$ cat config.mk
export PLATFORM = sky130hd
export DESIGN_NAME = serial_logic_engine
export DESIGN_NICKNAME = d
export VERILOG_FILES = /design/src/rtl/serial_logic_pkg.sv /design/src/rtl/serial_logic_engine_logicunit.sv /design/src/rtl/serial_logic_engine.sv
export SDC_FILE = /design/constraint.sdc
export NUM_CORES = 1
export LEC_CHECK = 0
export CELL_PAD_IN_SITES_DETAIL_PLACEMENT = 1
export CELL_PAD_IN_SITES_GLOBAL_PLACEMENT = 1
export CORE_UTILIZATION = 43
export DETAILED_ROUTE_END_ITERATION = 10
export PLACE_DENSITY = 0.8
export RECOVER_POWER = 25
export SYNTH_ARGS = -nofsm -noshare
export SYNTH_HDL_FRONTEND = slang
export SYNTH_SLANG_ARGS = --single-unit
$ cat constraint.sdc
create_clock -name clock -period 2 [get_ports clock]
set_input_delay 0.4 -clock clock [delete_from_list [all_inputs] [get_ports clock]]
set_output_delay 0.4 -clock clock [all_outputs]
set_load 0.05 [all_outputs]
$ cat src/rtl/serial_logic_pkg.sv
// Shared opcodes and FSM state type for the bit-serial logic engine.
package serial_logic_pkg;

  localparam logic [1:0] LU_AND = 2'b00;
  localparam logic [1:0] LU_OR  = 2'b01;
  localparam logic [1:0] LU_NOR = 2'b10;
  localparam logic [1:0] LU_XOR = 2'b11;

  typedef enum logic [1:0] {
    IDLE,
    RUN,
    DONE
  } state_t;

endpackage

$ cat src/rtl/serial_logic_engine_logicunit.sv
// 1-bit logic unit: AND / OR / NOR / XOR of a and b selected by control.
module logicunit
  import serial_logic_pkg::*;
(
  output logic       out,
  input  logic       a,
  input  logic       b,
  input  logic [1:0] control
);

  always_comb begin
    out = 1'b0;
    case (control)
      LU_AND:  out = a & b;
      LU_OR:   out = a | b;
      LU_NOR:  out = ~(a | b);
      LU_XOR:  out = a ^ b;
      default: out = 1'b0;
    endcase
  end

endmodule

$ cat src/rtl/serial_logic_engine.sv
// Bit-serial WIDTH-bit logic engine: streams operands LSB-first through one logicunit.
// Optional registered zero flag enabled by macro SERIAL_LOGIC_ZERO_FLAG_EN.
module serial_logic_engine
  import serial_logic_pkg::*;
#(
  parameter int WIDTH = 32
) (
  input  logic             clock,
  input  logic             reset,
  input  logic             in_valid,
  output logic             in_ready,
  input  logic [WIDTH-1:0] a,
  input  logic [WIDTH-1:0] b,
  input  logic [1:0]       control,
  output logic             out_valid,
  input  logic             out_ready,
  output logic [WIDTH-1:0] out
`ifdef SERIAL_LOGIC_ZERO_FLAG_EN
  ,
  output logic             zero
`endif
);

  localparam int CW = $clog2(WIDTH);
  localparam logic [CW-1:0] LAST = CW'(WIDTH - 1);

  state_t           state_reg;
  logic [CW-1:0]    cnt_reg;
  logic [WIDTH-1:0] a_reg;
  logic [WIDTH-1:0] b_reg;
  logic [1:0]       ctrl_reg;
  logic [WIDTH-1:0] res_reg;
  logic [WIDTH-1:0] out_reg;
  logic             out_valid_reg;
  logic             lu_out;
  logic [WIDTH-1:0] res_next;
  logic             accept;
`ifdef SERIAL_LOGIC_ZERO_FLAG_EN
  logic             zero_reg;
`endif

  logicunit u_logicunit (
    .out     (lu_out),
    .a       (a_reg[0]),
    .b       (b_reg[0]),
    .control (ctrl_reg)
  );

  // Each result bit enters at the MSB so the LSB-first stream lands in place after WIDTH shifts.
  assign res_next  = {lu_out, res_reg[WIDTH-1:1]};
  assign in_ready  = (state_reg == IDLE) || ((state_reg == DONE) && out_ready);
  assign accept    = in_valid && in_ready;
  assign out_valid = out_valid_reg;
  assign out       = out_reg;
`ifdef SERIAL_LOGIC_ZERO_FLAG_EN
  assign zero      = zero_reg;
`endif

  always_ff @(posedge clock or negedge reset) begin
    if (!reset) begin
      state_reg     <= IDLE;
      cnt_reg       <= '0;
      a_reg         <= '0;
      b_reg         <= '0;
      ctrl_reg      <= '0;
      res_reg       <= '0;
      out_reg       <= '0;
      out_valid_reg <= 1'b0;
`ifdef SERIAL_LOGIC_ZERO_FLAG_EN
      zero_reg      <= 1'b0;
`endif
    end else begin
      case (state_reg)
        IDLE: begin
          if (accept) begin
            a_reg     <= a;
            b_reg     <= b;
            ctrl_reg  <= control;
            cnt_reg   <= '0;
            state_reg <= RUN;
          end
        end
        RUN: begin
          a_reg   <= a_reg >> 1;
          b_reg   <= b_reg >> 1;
          res_reg <= res_next;
          if (cnt_reg == LAST) begin
            state_reg     <= DONE;
            out_valid_reg <= 1'b1;
            out_reg       <= res_next;
`ifdef SERIAL_LOGIC_ZERO_FLAG_EN
            zero_reg      <= (res_next == '0);
`endif
          end else begin
            cnt_reg <= cnt_reg + 1'b1;
          end
        end
        DONE: begin
          // Result consumed; a waiting request slips straight into RUN on the same edge.
          if (out_ready) begin
            out_valid_reg <= 1'b0;
            if (in_valid) begin
              a_reg     <= a;
              b_reg     <= b;
              ctrl_reg  <= control;
              cnt_reg   <= '0;
              state_reg <= RUN;
            end else begin
              state_reg <= IDLE;
            end
          end
        end
        default: state_reg <= IDLE;
      endcase
    end
  end

endmodule

==> metrics.yaml <==
synthesis.area_um2: 6090
synth_top_area_cell: "dfrtp_1"
first_global_vias: 4273
postLayoutCellArea_um2: 7990
slowest_delay_ns: 0.80
end_kind: "output pin"
path_delay_family: "buffers and inverters"
cap_viol_max_count: 0
antenna_found_initial: 0
async_reset_ff_share_pct: 100
rows: 43
routabilityCongestion: 0.748
cts-buffers-inserted: 17
peakVddDrop_mv: 0.656
ios: 104
cts_tree: "yes"
dr.pass1.iters: 4
post-cts-setup-buffer-count: 0
clk_latency_ns: 0.41
relSlewSlack_pct: 39.8
fillers: 1351
cts_max_path_buffers: 2
yosys_warnings: 0
hold_ws_ns: 0.482
synth-seq-area-share_pct: 56.3
top_usage_layer: "met2"
powerDensity_nw_per_um2: 1610
layout.cells.non_filler: 765
max_freq_mhz: 510
final_cell_mix: "mux2_2 (150), dfrtp_1 (137), nand2_1 (94), clkdlybuf4s50_1 (71), dlymetal6s2s_1 (20)"
grt_max_degree: 60
coreArea_um2: 13800
grt_pass1_wl_um: 21500
clock-sinks: 137
met2_usage_pct: 33.3
netlist_instances: 458
finalHoldViolCount: 0
cts_root_buf: "clkbuf_16"
nets: 647
vias: 3831
crit_slowest_cell: "clkdlybuf4s50_1"
dpl_cell_area_um2: 7340
ys.flop_type: "dfrtp_1"
ant_nets: 0
use_met1_pct: 22.1
critPathBufInv: 1
place.detailed.hpwl_um: 8530
use_met3_pct: 7.10
yosysTopAreaCellShare_pct: 56.3
power.leakage_nw: 4.15
path_class: "reg -> out"
drc: 0
post_drt_wl_per_cell_um: 16.9
final_common_cell: "mux2_2"
initial_core_util_pct: 44.1
synth-edff-count: 0
pre_cts_slack_ns: -0.0351
vias_per_cell: 5.01
grt_setup_unrepaired: "no"
outcome: "completed"
syn_nets: 533
synth_area_leaders: "dfrtp_1 (56%), mux2_2 (28%), nand2_1 (5.8%)"
yosysUniqueCellTypes: 31
post-route-period-util_pct: 98.0
die-area_um2: 14700
layout_setup_ws_ns: 0.0407
report.final.slew_viol_count: 0
cp_cell_sequence: "clkdlybuf4s50_1"
fin_worst_skew_ns: 0.00426
chipWidth_um: 121
cts.clk_slew.worst_paths_ns: 0.05
drtIter0Drc: 151
crit_path_start_kind: "register"
crit_fanout: 2
syn_avg_cell_area_um2: 13.3
drive_above_1_share_pct: 34.4
required_ns: 1.60
cp.arrival_ns: 1.56
min_period_ns: 1.96
io_buffers: 103
worst_hold_path_type: "reg -> reg"
die_height_um: 121
grt_usage_pct: 19.4
worst_slew_pin_slew_ns: 0.903
drt_wl_total_um: 12900
syn2layout_area_growth_pct: 31.2
htreeDepth: 4
dp.cells: 732
yosys_register_bits: 137
post-route-util_pct: 57.8
grt-ovfl-total: 0
ff2ff_setup_slack_ns: 0.08
finalSetupViolations: 0
antenna_cells: 0
-- kinds of logic (layout without fill, tap and decap cells) --
| logic type | count (synthesis) | in the layout | share of synthesized area, % |
|---|---|---|---|
| xor+xnor | 1 | 1 | 0.144 |
| compound gates | 13 | 13 | 1.72 |
| simple gates | 113 | 113 | 7.78 |
| mux | 160 | 160 | 29.4 |
| buf+inv | 29 | 156 | 3.61 |
| fa+ha+maj | 5 | 5 | 1.03 |
| flops | 137 | 137 | 56.3 |
-- metrics by stage --
step | power [mW] | TNS [ns]
2_1_floorplan | 8.38 | 0
3_3_place_gp | 9.43 | 0
3_5_place_dp | 9.74 | -0.952
4_1_cts | 13.1 | 0
5_1_grt | 13.7 | 0
6_report | 12.9 | 0
-- Yosys cell counts (2+ instances only) --
cell type  instances
a22o_1             4
ha_1               5
buf_6             13
mux2i_1            6
mux2_2           150
a21oi_1            2
buf_2              8
nor2_1             5
o31ai_1            3
clkbuf_1           3
nand2_1           94
inv_1              4
nor2b_1            3
nand2b_1           2
mux2_1             4
dfrtp_1          137
-- worst paths after layout --
kind	startpoint	endpoint	cells past startpoint
max in group asynchronous	reset	a_reg[11]	3
min in group asynchronous	reset	res_reg[22]	2
worst min register to register	cnt_reg[3]	cnt_reg[3]	1
worst max register to register	cnt_reg[0]	out[11]	6
worst max-delay path	out[13]	out[13]	1
worst min-delay path	cnt_reg[3]	cnt_reg[3]	1
-- final cells by class --
type	count	area, um2	area share [%]
Inverter	4	15.0	0.188
Timing Repair Buffer	120	1260	15.7
Tap cell	180	225	2.82
Clock buffer	24	502	6.28
Multi-Input combinational cell	292	2450	30.7
Clock inverter	8	115	1.44
Sequential cell	137	3430	42.9
-- power by group --
group,total (mW),switching [mW],internal (mW)
logic,4.93,2.36,2.57
clock network,3.23,1.11,2.12
registers,4.71,0.730,3.98
total,12.9,4.20,8.67
-- layer usage --
layer,vias up,share of wire [%]
li1,1796,-
met1,1935,41
met2,88,52
met3,12,6.4
met4,0,1.2
met5,-,0
-- timing repair --
item / CTS / global route
hold buffers: 1 / 0
hold endpoints to repair: 12 / 0
cloned: 0 / 0
pin swaps: 0 / 0
endpoints found under the setup margin: 10 / 21
resized for setup: 10 / 21
Power figures use the tool's default switching activity.
